**config.mk**
```make
export PLATFORM = sky130hd
export DESIGN_NAME = cam_match_sequencer
export DESIGN_NICKNAME = d
export VERILOG_FILES = /design/src/rtl/cam_match_sequencer.sv
export SDC_FILE = /design/constraint.sdc
export NUM_CORES = 1
export LEC_CHECK = 0
export BUFFER_PORTS_ARGS = -buffer_cell sky130_fd_sc_hd__buf_2
export CORE_AREA = 2 2 39 41
export DETAILED_ROUTE_END_ITERATION = 7
export DIE_AREA = 0 0 41 43
export PLACE_DENSITY = 0.76
export SLEW_MARGIN = 20
export SYNTH_ARGS = -nofsm -noshare
export SYNTH_HDL_FRONTEND = slang
export SYNTH_SLANG_ARGS = --single-unit
```
**constraint.sdc**
```tcl
create_clock -name clk -period 1.65 [get_ports clk]
set_input_delay 0.2475 -clock clk [delete_from_list [all_inputs] [get_ports clk]]
set_output_delay 0.2475 -clock clk [all_outputs]
set_load 0.02 [all_outputs]
```
**src/rtl/cam_match_sequencer.sv**
```systemverilog
// Captures a CAM match-line vector and streams out the index of each set line in
// priority order over a valid/ready handshake; MULTI=0 emits only the winner.
module cam_match_sequencer #(
    parameter  int WIDTH      = 4,
    parameter  int MULTI      = 1,
    parameter  int HIGH_FIRST = 0,
    localparam int IW         = $clog2(WIDTH)
) (
    input  logic             clk,
    input  logic             rst_n,
    input  logic [WIDTH-1:0] in_match,
    input  logic             in_valid,
    output logic             in_ready,
    output logic [IW-1:0]    out_index,
    output logic             out_hit,
    output logic             out_last,
    output logic             out_multi,
    output logic [IW:0]      out_count,
    output logic             out_valid,
    input  logic             out_ready
);

    typedef enum logic {S_IDLE, S_SCAN} state_t;

    state_t           r_state, w_state_nxt;
    logic [WIDTH-1:0] r_pend,  w_pend_nxt;
    logic [IW:0]      r_cnt,   w_cnt_nxt;
    logic             r_multi, w_multi_nxt;
    logic [IW:0]      w_in_cnt;
    logic [IW-1:0]    w_sel;
    logic             w_more;
    logic             w_last;

    function automatic logic [IW:0] f_popcount(input logic [WIDTH-1:0] v);
        logic [IW:0] c;
        c = '0;
        for (int i = 0; i < WIDTH; i++) begin
            c = c + {{IW{1'b0}}, v[i]};
        end
        return c;
    endfunction

    // Last write wins, so the loop direction decides which set bit has priority.
    function automatic logic [IW-1:0] f_prio(input logic [WIDTH-1:0] v);
        logic [IW-1:0] idx;
        idx = '0;
        if (HIGH_FIRST == 0) begin
            for (int i = WIDTH - 1; i >= 0; i--) begin
                if (v[i]) idx = IW'(i);
            end
        end else begin
            for (int i = 0; i < WIDTH; i++) begin
                if (v[i]) idx = IW'(i);
            end
        end
        return idx;
    endfunction

    assign w_in_cnt = f_popcount(in_match);
    assign w_sel    = f_prio(r_pend);
    assign w_more   = |(r_pend & (r_pend - WIDTH'(1)));
    assign w_last   = !w_more || (MULTI == 0);

    always_ff @(posedge clk) begin
        if (!rst_n) begin
            r_state <= S_IDLE;
            r_pend  <= '0;
            r_cnt   <= '0;
            r_multi <= 1'b0;
        end else begin
            r_state <= w_state_nxt;
            r_pend  <= w_pend_nxt;
            r_cnt   <= w_cnt_nxt;
            r_multi <= w_multi_nxt;
        end
    end

    always_comb begin
        w_state_nxt = r_state;
        w_pend_nxt  = r_pend;
        w_cnt_nxt   = r_cnt;
        w_multi_nxt = r_multi;
        in_ready    = 1'b0;
        out_valid   = 1'b0;
        out_index   = '0;
        out_hit     = 1'b0;
        out_last    = 1'b0;
        out_multi   = 1'b0;
        out_count   = '0;
        case (r_state)
            S_IDLE: begin
                in_ready = 1'b1;
                if (in_valid) begin
                    w_pend_nxt  = in_match;
                    w_cnt_nxt   = w_in_cnt;
                    w_multi_nxt = (w_in_cnt > (IW+1)'(1));
                    w_state_nxt = S_SCAN;
                end
            end
            S_SCAN: begin
                out_valid = 1'b1;
                out_index = w_sel;
                out_hit   = |r_pend;
                out_last  = w_last;
                out_multi = r_multi;
                out_count = r_cnt;
                if (out_ready) begin
                    if (w_last) begin
                        w_state_nxt = S_IDLE;
                        w_pend_nxt  = '0;
                    end else begin
                        w_pend_nxt = r_pend & ~(WIDTH'(1) << w_sel);
                    end
                end
            end
            default: w_state_nxt = S_IDLE;
        endcase
    end

endmodule
```
# --- Yosys cells after proc, flatten, opt, wreduce, memory -nomap -nowiden ---
# Index checks and enable logic that the tools add are counted.
totals:
  regBits: 9
  output_inout_bits: 10
  elab_cells: 40
classes:
  add_sub_neg: 4
  magnitude_cmp: 1
  eq_ne: 2
  shift: 1
  mux: 19
  bitwise: 4
  reduce_logical: 5
ops:
  columns: ["cell", "count"]
  rows:
  - ["$mux W4", 3]
  - ["$mux W2", 5]
  - ["$and A4 B4 Y4", 2]
  - ["$mux W1", 8]
  - ["$pmux W4 S2", 1]
  - ["$reduce_or A4 Y1", 2]
  - ["$ne A2 B2 Y1 const B", 2]
  - ["$not A4 Y4", 1]
  - ["$reduce_and A2 Y1", 2]
  - ["$shl A1 B2 Y4 const A", 1]
  - ["$sub A4 B1 Y4 const B", 1]
  - ["$add A2 B1 Y3", 1]
  - ["$add A3 B1 Y3", 1]
  - ["$gt A3 B1 Y1 const B", 1]
  - ["$mux W3", 1]
  - ["$add A1 B1 Y2", 1]
  - ["$pmux W1 S2", 1]
  - ["$logic_not A1 Y1", 1]
  - ["$not A1 Y1", 1]

# --- Longest topological paths before layout ---
# Gate-level depths: netlist (run 1).
depth:
  ltp_word: 10
  ltp_mapped: 8
  mapped_depth_nobuf: 8

# --- Least setup slack after synthesis (run 1) ---
# No wires, ideal clock.
synth_timing:
  path_kind: "reg-to-output"
  startpoint: "reg r_state"
  endpoint: "out out_index[1]"
  t_arrival_ns: 1.271
  slack_ns: 0.131
  stages_incl_launch_ff: 4
  path_buffers: 1
  cell_sequence: "dfxtp_1 -> clkbuf_8 -> nand2b_2 -> nor3_1"
synth_via:
  elab_chain_cells: 1
synth_lines:
  columns: ["item", "line_no", "rtl"]
  rows:
  - ["start: declaration", "25", "state_t r_state, w_state_nxt;"]
  - ["start signal: assignment", "71", "r_state <= w_state_nxt;"]
  - ["$mux W2", "90", "case (r_state)"]
  - ["end: declaration", "14", "output logic [IW-1:0] out_index,"]
# No other way between the ends.

# --- Final worst setup path (run 1) ---
layout_timing:
  startpoint: "reg r_pend[3]"
  endpoint: "out out_last"
layout_via:
  elab_chain_cells: 5
layout_lines:
  columns: ["item", "line_no", "rtl"]
  rows:
  - ["start: declaration", "26", "logic [WIDTH-1:0] r_pend, w_pend_nxt;"]
  - ["start signal: assignment", "72", "r_pend <= w_pend_nxt;"]
  - ["$sub A4 B1 Y4", "61", "assign w_more = |(r_pend & (r_pend - WIDTH'(1)));"]
  - ["$and A4 B4 Y4 *", "61", null]
  - ["$reduce_or A4 Y1 *", "61", null]
  - ["$logic_not A1 Y1 *", "62", "assign w_last = !w_more || (MULTI == 0);"]
  - ["$mux W1 *", "90", null]
  - ["end: declaration", "16", "output logic out_last,"]
# Every way passes the cells marked *; elsewhere a longest branch is shown, timed or not.

==> flow_summary.json, run 1 <==
{
  "core_sq_mm": 0.00138,
  "final_antenna_net_count": 0,
  "synth_top_area_cell": "dfxtp_1",
  "overflow": 0,
  "ctsLongestPathBuffers": 2,
  "preCtsSetupSlack_ns": -0.0387,
  "fin_crit_sh_pct": 99.8,
  "hpwlAfterDp_um": 862,
  "dieArea_sq_mm": 0.00176,
  "final_net_count": 102,
  "max_stage_delay_ns": 0.35,
  "crit_slowest_cell": "dfxtp_2",
  "r2r_end": "r_state$_SDFF_PN0_",
  "syn_to_final_growth_pct": 27.3,
  "yosysUniqueCellTypes": 27,
  "dp_cells": 100,
  "wirelength_mm": 1.21,
  "cp_data_required_time_ns": 1.40,
  "end_kind": "primary output",
  "clock_sinks": 9,
  "finalCriticalPeriod_ns": 1.65,
  "num-fill-cells": 145,
  "hold_violations": 0,
  "track_usage_pct": 17.9,
  "post-route-drc-count": 0,
  "reg2reg_from": "r_pend[3]$_SDFFE_PN0P_",
  "min_path_type": "input pin to flop",
  "holdPathEnd": "r_state$_SDFF_PN0_",
  "worst_pin_slew_ns": 0.252,
  "vias": 529,
  "gp_congestion": 0.727,
  "routedWlPerCell_um": 11.5,
  "clock.fmax_ghz": 0.607,
  "die_w_um": 41,
  "cts_tree": "done",
  "core.rowCount": 14,
  "fin_hold_ws_ns": 0.199,
  "synth.area.top_cells": "dfxtp_1 (32%), a21boi_0 (6.6%), ha_1 (6.6%), inv_1 (5.9%), nand2_1 (5.3%)",
  "port_buffers": 17,
  "yosys_warnings": 0,
  "synth-seq-cells": 9,
  "boundaryPins": 18,
  "whs_path_depth": 2,
  "path_clk_slew_ns": 0.06,
  "seq_area_frac_synth_pct": 31.6,
  "yosys.area.top_type_share_pct": 31.6,
  "root_buffer": "clkbuf_4",
  "synth_edf_count": 0,
  "drive_gt1_share_pct": 36.0,
  "slew_violations": 0,
  "synthFlopType": "dfxtp_1",
  "leakagePower_nw": 0.351,
  "rsz0062_at_grt": "yes",
  "critPathArrivalTime_ns": 1.40,
  "syn_avg_cell_area_sq_um": 8.63,
  "die_h_um": 43,
  "synth_nets": 78,
  "cts_made_buffers": 3,
  "ctsHoldBuffers": 0,
  "insertion_delay_ns": 0.26,
  "cp_cell_sequence": "maj3_2 -> o32ai_4 -> buf_6",
  "grt_max_degree": 12,
  "reg2reg_depth": 4,
  "netlist_instances": 66,
  "reg2reg_slack_ns": 0.36,
  "first_global_vias": 492,
  "vdd_ir_drop_max_mv": 0.555,
  "critPathKind": "flop to primary output",
  "max-cap-violations": 0,
  "fin_ws_ns": 0.00304,
  "grt_antenna_before_repair": 0,
  "start_util_pct": 41.1,
  "setup_violations": 0,
  "powerDensity_mw_per_mm2": 817,
  "htree_levels": 1,
  "status": "finished clean",
  "synthArstFlopShare_pct": 0,
  "diodes": 0,
  "hp-start": "out_ready",
  "synthesis.area_sq_um": 569,
  "synth_common_cells": "dfxtp_1 (9), inv_1 (9), nand2_1 (8)",
  "fin_worst_skew_ns": 0.00508,
  "dr.pass1.iters": 5,
  "critPathMaxFanout": 6,
  "power_uw": 592,
  "cp-start-kind": "flop",
  "grt_pass1_wl_mm": 2.05,
  "via_per_inst": 5.04,
  "relSlewSlack_pct": 83.2,
  "drtIter0Drc": 11,
  "fin_cells": 105
}
worst max-delay path by stage:
stage | start | to | slack, ns | depth (start not counted)
after detailed placement | in_match[0] | r_cnt[1]$_SDFFE_PN0P_ | -0.04 | 9
after CTS | r_pend[2]$_SDFFE_PN0P_ | out_last | 0.004 | 3
after global placement | in_match[0] | r_cnt[1]$_SDFFE_PN0P_ | 0.0002 | 9
after global routing | r_pend[3]$_SDFFE_PN0P_ | out_last | -0.04 | 3
final | r_pend[3]$_SDFFE_PN0P_ | out_last | 0.003 | 3
after floorplan | r_state$_SDFF_PN0_ | out_index[1] | 0.13 | 3
registers in the layout, indices dropped and copies added, names as in the netlist:
signal,flops
r_pend,4
r_multi,1
r_cnt,3
r_state,1
layout make-up:
type | count | area, sq um | area share, %
multi-input cells | 46 | 337 | 46.5
flip-flops and latches | 9 | 186 | 25.7
repair buffers | 21 | 121 | 16.8
inverters | 9 | 33.8 | 4.66
clock buffers | 4 | 26.3 | 3.63
well taps | 16 | 20.0 | 2.76
cell families (layout without fill, tap and decap cells):
family | after synthesis | count (layout) | synth area share, %
buffers and inverters | 11 | 34 | 9.23
AND/OR/NAND/NOR | 25 | 25 | 22.9
flip-flops | 9 | 9 | 31.6
adder cells (fa/ha/maj) | 5 | 5 | 12.1
AO/OA/AOI/OAI | 15 | 15 | 22.4
multiplexers | 1 | 1 | 1.76
worst max-delay path: cells and delay by family (launching register included):
kind	cells	cell delay (ns)
flip-flops	1	0.35
adder cells (fa/ha/maj)	1	0.33
AO/OA/AOI/OAI	1	0.30
buffers and inverters	1	0.16
what timing repair did:
item / CTS / global route
gates resized for setup: 2 / 4
gates cloned: 0 / 0
buffers inserted: 0 / 1
endpoints found under the setup margin: 1 / 1
pin swaps: 0 / 2
hold endpoints to repair: 0 / 0
metal layers:
| layer | GRT usage, % | vias to the layer above | part of all wire [%] | wire [um] |
|---|---|---|---|---|
| li1 | - | 265 | - | - |
| met1 | 20.6 | 244 | 43 | 520 |
| met2 | 26.3 | 18 | 49 | 585 |
| met3 | 9.42 | 2 | 7.1 | 86 |
| met4 | 8.00 | 0 | 1.2 | 14 |
| met5 | 0 | - | 0 | 0 |
where the power goes:
| group | switching [mW] | internal, mW | total [mW] |
|---|---|---|---|
| clock network | 0.0785 | 0.0933 | 0.172 |
| registers | 0.0163 | 0.235 | 0.251 |
| logic | 0.0919 | 0.0773 | 0.169 |
layout by cell type (no fill, tap or decap), types with 2 or more instances in the layout:
cell type  instances
a21boi_0           5
a21oi_1            2
and2_1             4
buf_2             16
buf_4              4
clkbuf_4           3
dfxtp_1            6
dfxtp_2            2
ha_1               3
inv_1              9
nand2_1            8
nand3_1            2
nor2_1             4
nor2b_1            2
o21ai_0            2
per-stage QoR:
stage	utilization, %	TNS [ns]	instance area [sq um]
5_1_grt	52.4	-0.0449	724
3_5_place_dp	49.0	-0.0387	678
4_1_cts	51.4	0	711
2_1_floorplan	-	0	569
6_report	52.4	0	724
3_3_place_gp	49.0	0	678
Power figures use the tool's default switching activity.
==> run 2: changes to the inputs <==
RECOVER_POWER = 50   (was not set)
==> run 2 against run 1 <==
Utilization decreased by 0.45 points. Sequential power about the same. Non-clock buffer count unchanged. Clock power about the same. Via count decreased by 2.5%. Routed wire length about the same. Critical path depth unchanged. Critical path type unchanged.
==> flow_summary.json, run 2 (same netlist as run 1, synthesis figures left out) <==
{
  "status": "finished clean",
  "cp.buffers_inverters": 1,
  "insertion_delay_ns": 0.26,
  "die_w_um": 41,
  "grt_antenna_before_repair": 0,
  "diodes": 0,
  "holdPathEnd": "r_state$_SDFF_PN0_",
  "track_usage_pct": 17.9,
  "grt_max_degree": 12,
  "wirelength_mm": 1.21,
  "final_common_cell": "buf_2",
  "fin_worst_skew_ns": 0.00581,
  "reg_top3": "r_pend: 4 flops, r_cnt: 3 flops",
  "met2_length_um": 582,
  "r2r_end": "r_pend[1]$_SDFFE_PN0P_",
  "top_layer": "met4",
  "die_h_um": 43,
  "preCtsSetupSlack_ns": -0.0387,
  "dp_cells": 100,
  "htree_levels": 1,
  "leakagePower_nw": 0.342,
  "fin_util_pct": 51.9,
  "grt_pass1_wl_mm": 2.05,
  "path_delay_family": "flip-flops",
  "end_kind": "primary output",
  "hold_violations": 0,
  "whs_path_depth": 2,
  "worst_pin_slew_ns": 0.407,
  "cp-start-kind": "flop",
  "post-route-drc-count": 0,
  "fin_ws_ns": 0.00111,
  "dpl_cell_area_sq_um": 678,
  "clock.fmax_ghz": 0.606,
  "reg2reg_from": "r_state$_SDFF_PN0_",
  "rsz0062_at_grt": "yes",
  "vdd_ir_drop_max_mv": 0.554,
  "ctsLongestPathBuffers": 2,
  "design_area_sq_um": 718,
  "relSlewSlack_pct": 72.8,
  "fin_cells": 105,
  "syn_to_final_growth_pct": 26.2,
  "max_stage_delay_ns": 0.35,
  "start_util_pct": 41.1,
  "crit_slowest_cell": "dfxtp_2",
  "clock_sinks": 9,
  "wl_met1_um": 524,
  "final_net_count": 102,
  "finalCriticalPeriod_ns": 1.65,
  "routedWlPerCell_um": 11.5,
  "port_buffers": 17,
  "reg2reg_slack_ns": 0.34,
  "path_clk_slew_ns": 0.06,
  "dieArea_sq_mm": 0.00176,
  "hpwlAfterDp_um": 862,
  "critPathArrivalTime_ns": 1.40,
  "reg2reg_depth": 5,
  "min_path_type": "input pin to flop",
  "dr.pass1.iters": 4,
  "ctsHoldBuffers": 0,
  "core_sq_mm": 0.00138,
  "root_buffer": "clkbuf_4",
  "power_uw": 589,
  "cp_cell_sequence": "maj3_2 -> o32ai_4 -> buf_6",
  "drtIter0Drc": 12,
  "core.rowCount": 14,
  "slew_violations": 0,
  "gp_congestion": 0.727,
  "vias": 516,
  "hp-start": "out_ready",
  "setup_violations": 0,
  "cp_data_required_time_ns": 1.40,
  "critPathKind": "flop to primary output",
  "largest_register_ffs": 4,
  "critPathMaxFanout": 6,
  "regMostFlops": "r_pend",
  "final_antenna_net_count": 0,
  "drive_gt1_share_pct": 32.6,
  "first_global_vias": 492,
  "max-cap-violations": 0,
  "wl_met3_um": 86,
  "fin_crit_sh_pct": 99.9,
  "overflow": 0,
  "powerDensity_mw_per_mm2": 821,
  "mostFrequentLayoutCells": "buf_2 (14), inv_1 (9), nand2_1 (8)",
  "boundaryPins": 18,
  "via_per_inst": 4.91,
  "cts_made_buffers": 3,
  "cts_tree": "done"
}
[run 2: layer usage]
metal	track usage, %	vias up
li1	-	265
met1	20.6	233
met2	26.3	16
met3	9.42	2
met4	8.00	0
met5	0	-
[run 2: per-stage QoR]
stage | hold slack, ns | TNS [ns]
3_3_place_gp | 0.449 | 0
3_5_place_dp | 0.460 | -0.0387
6_report | 0.200 | 0
5_1_grt | 0.181 | -0.0449
2_1_floorplan | 0.327 | 0
4_1_cts | 0.195 | 0
[run 2: worst max-delay path by stage]
stage	startpoint	endpoint	slack (ns)	cells past startpoint
2_1_floorplan	r_state$_SDFF_PN0_	out_index[1]	0.13	3
3_3_place_gp	in_match[0]	r_cnt[1]$_SDFFE_PN0P_	0.0002	9
3_5_place_dp	in_match[0]	r_cnt[1]$_SDFFE_PN0P_	-0.04	9
4_1_cts	r_pend[2]$_SDFFE_PN0P_	out_last	0.004	3
5_1_grt	r_pend[3]$_SDFFE_PN0P_	out_last	-0.04	3
6_report	r_pend[3]$_SDFFE_PN0P_	out_last	0.001	3
[run 2: report_power, final]
part / total [mW] / internal (mW) / switching [mW]
Combinational: 0.166 / 0.0743 / 0.0921
Clock: 0.172 / 0.0933 / 0.0790
Sequential: 0.251 / 0.235 / 0.0162
Total: 0.589 / 0.402 / 0.187
[run 2: layout make-up]
cell class	instances	area, sq um
clock buffers	4	26.3
fillers	145	666
inverters	9	33.8
multi-input cells	46	337
flip-flops and latches	9	186
well taps	16	20.0
repair buffers	21	115
[run 2: what timing repair did]
action | CTS | global route
gates resized for setup | 2 | 4
setup buffers | 0 | 1
pin swaps | 0 | 2
endpoints found under the setup margin | 1 | 1
[run 2: worst register-to-register path: cells and delay by family (launching register included)]
family / cells / cell delay [ns]
DFF: 1 / 0.33
and+or+nand+nor: 2 / 0.18
buffers and inverters: 2 / 0.51
AOI/OAI and AO/OA: 1 / 0.20
==> run 3: changes to the inputs <==
ABC_AREA = 1   (was not set)
PLACE_DENSITY = 0.79   (was 0.76)
==> run 3 against run 2 <==
Sequential power about the same. Total power decreased by 1.2%. Final cell count increased by 21%. Clock skew decreased by 0.0016 ns. Flip-flop and latch count unchanged. Register-to-register slack got worse by 0.07 ns. Hold slack improved by 0.068 ns. Critical endpoint is now out_multi. Largest cell class unchanged. Highest routed layer unchanged.
==> flow_summary.json, run 3 <==
{
  "status": "finished clean",
  "synth.area.top_cells": "dfxtp_1 (30%), inv_1 (11%), nand2_1 (11%), nor2_1 (7.4%), ha_1 (6.2%)",
  "dpl_cell_area_sq_um": 731,
  "relSlewSlack_pct": 76.0,
  "hold_violations": 0,
  "grt_antenna_before_repair": 0,
  "synth_edf_count": 0,
  "worst_pin_slew_ns": 0.360,
  "netlist_instances": 87,
  "critPathMaxFanout": 7,
  "synthFlopType": "dfxtp_1",
  "dp_cells": 123,
  "largest_register_ffs": 4,
  "fin_ws_ns": 0.126,
  "start_util_pct": 43.9,
  "cp-start-kind": "flop",
  "design_area_sq_um": 734,
  "min_path_type": "input pin to flop",
  "reg2reg_slack_ns": 0.27,
  "setup_violations": 0,
  "core.rowCount": 14,
  "preCtsSetupSlack_ns": -0.0905,
  "clock.fmax_ghz": 0.656,
  "regMostFlops": "r_pend",
  "mostFrequentLayoutCells": "nand2_1 (18), inv_1 (17), buf_2 (15)",
  "rsz0062_at_grt": "no",
  "core_sq_mm": 0.00138,
  "drtIter0Drc": 2,
  "dr.pass1.iters": 3,
  "path_clk_slew_ns": 0.06,
  "postCtsResizedCells": 0,
  "dieArea_sq_mm": 0.00176,
  "vias": 579,
  "die_w_um": 41,
  "wirelength_mm": 1.15,
  "port_buffers": 17,
  "final_common_cell": "nand2_1",
  "insertion_delay_ns": 0.26,
  "cp_data_required_time_ns": 1.40,
  "syn_avg_cell_area_sq_um": 6.98,
  "die_h_um": 43,
  "yosys_warnings": 0,
  "ctsLongestPathBuffers": 2,
  "post-route-drc-count": 0,
  "clock_sinks": 9,
  "synthesis.area_sq_um": 607,
  "first_global_vias": 502,
  "grt_pass1_wl_mm": 1.84,
  "synth_nets": 99,
  "root_buffer": "clkbuf_4",
  "via_per_inst": 4.56,
  "finalCriticalPeriod_ns": 1.52,
  "grt_max_degree": 9,
  "critPathArrivalTime_ns": 1.28,
  "synthArstFlopShare_pct": 0,
  "syn_to_final_growth_pct": 21.0,
  "yosys.area.top_type_share_pct": 29.7,
  "end_kind": "primary output",
  "fin_hold_ws_ns": 0.268,
  "overflow": 0,
  "cts_tree": "done",
  "synth_top_area_cell": "dfxtp_1",
  "critPathKind": "flop to primary output",
  "track_usage_pct": 15.2,
  "max-cap-violations": 0,
  "vdd_ir_drop_max_mv": 0.439,
  "drive_gt1_share_pct": 28.8,
  "hpwlAfterDp_um": 953,
  "fin_cells": 127,
  "ctsHoldBuffers": 0,
  "fin_worst_skew_ns": 0.00420,
  "final_net_count": 124,
  "diodes": 0,
  "synth_common_cells": "inv_1 (17), nand2_1 (17), nor2_1 (12)",
  "gp_congestion": 0.740,
  "fin_crit_sh_pct": 92.4,
  "post_cts_buffers": 0,
  "cts_made_buffers": 3,
  "boundaryPins": 18,
  "synth-seq-cells": 9,
  "powerDensity_mw_per_mm2": 793,
  "slew_violations": 0,
  "htree_levels": 1,
  "final_antenna_net_count": 0,
  "fin_util_pct": 53.1,
  "routedWlPerCell_um": 9.04,
  "yosysUniqueCellTypes": 21,
  "reg_top3": "r_pend: 4 flops, r_cnt: 3 flops",
  "seq_area_frac_synth_pct": 29.7,
  "leakagePower_nw": 0.438
}
run 3: cell types whose count changed after synthesis, sizes merged, moves of 2 or more:
cell / previous run / this run
a21boi: 5 / 0
o21ai: 2 / 6
and2: 4 / 0
nand3: 2 / 6
inv: 9 / 19
a21oi: 3 / 5
nand2: 8 / 22
nor2: 4 / 12
nor2b: 2 / 0
nand2b: 2 / 0
run 3: path summary, 6_finish.rpt:
path | start | to | cells after the start
min | in_match[2] | r_pend[2]$_SDFFE_PN0P_ | 3
max | r_state$_SDFF_PN0_ | out_multi | 4
min reg2reg | r_cnt[2]$_SDFFE_PN0P_ | r_cnt[2]$_SDFFE_PN0P_ | 2
max reg2reg | r_state$_SDFF_PN0_ | r_multi$_SDFFE_PN0P_ | 5
run 3: cell families after synthesis:
group / Yosys count / share of synthesized area [%]
AOI/OAI and AO/OA: 11 / 11.5
adders and majority gates: 4 / 9.49
buffers and inverters: 21 / 16.3
and+or+nand+nor: 42 / 33.0
DFF: 9 / 29.7
run 3: area by class of cell:
type / count / area, sq um
fill: 143 / 649
multi-input combinational: 57 / 308
sequential: 9 / 180
timing repair buffer: 21 / 113
inverter: 20 / 87.6
clock buffer: 4 / 26.3
tap: 16 / 20.0
run 3: where the power goes:
group / switching, mW / internal, mW / total, mW
Sequential: 0.0182 / 0.236 / 0.254
Clock: 0.0786 / 0.0933 / 0.172
Combinational: 0.0959 / 0.0604 / 0.156
Total: 0.193 / 0.390 / 0.582
run 3: per-layer routing:
| layer | track usage, % | vias to the layer above | wire length (um) |
|---|---|---|---|
| met5 | 0 | - | 0 |
| li1 | - | 314 | - |
| met1 | 18.3 | 250 | 525 |
| met4 | 10.0 | 0 | 25 |
| met2 | 24.1 | 13 | 554 |
| met3 | 1.57 | 2 | 43 |
run 3: through the flow:
stage / power (mW) / setup TNS, ns
2_1_floorplan: 0.374 / 0
3_3_place_gp: 0.422 / -0.0462
3_5_place_dp: 0.427 / -0.135
4_1_cts: 0.595 / 0
5_1_grt: 0.615 / 0
6_report: 0.582 / 0
run 3: worst max-delay path: stages, from the launching register on:
cell and delay [ns]:
dfxtp_1 0.54, buf_4 0.22, nand2_1 0.06, inv_1 0.04, buf_2 0.15
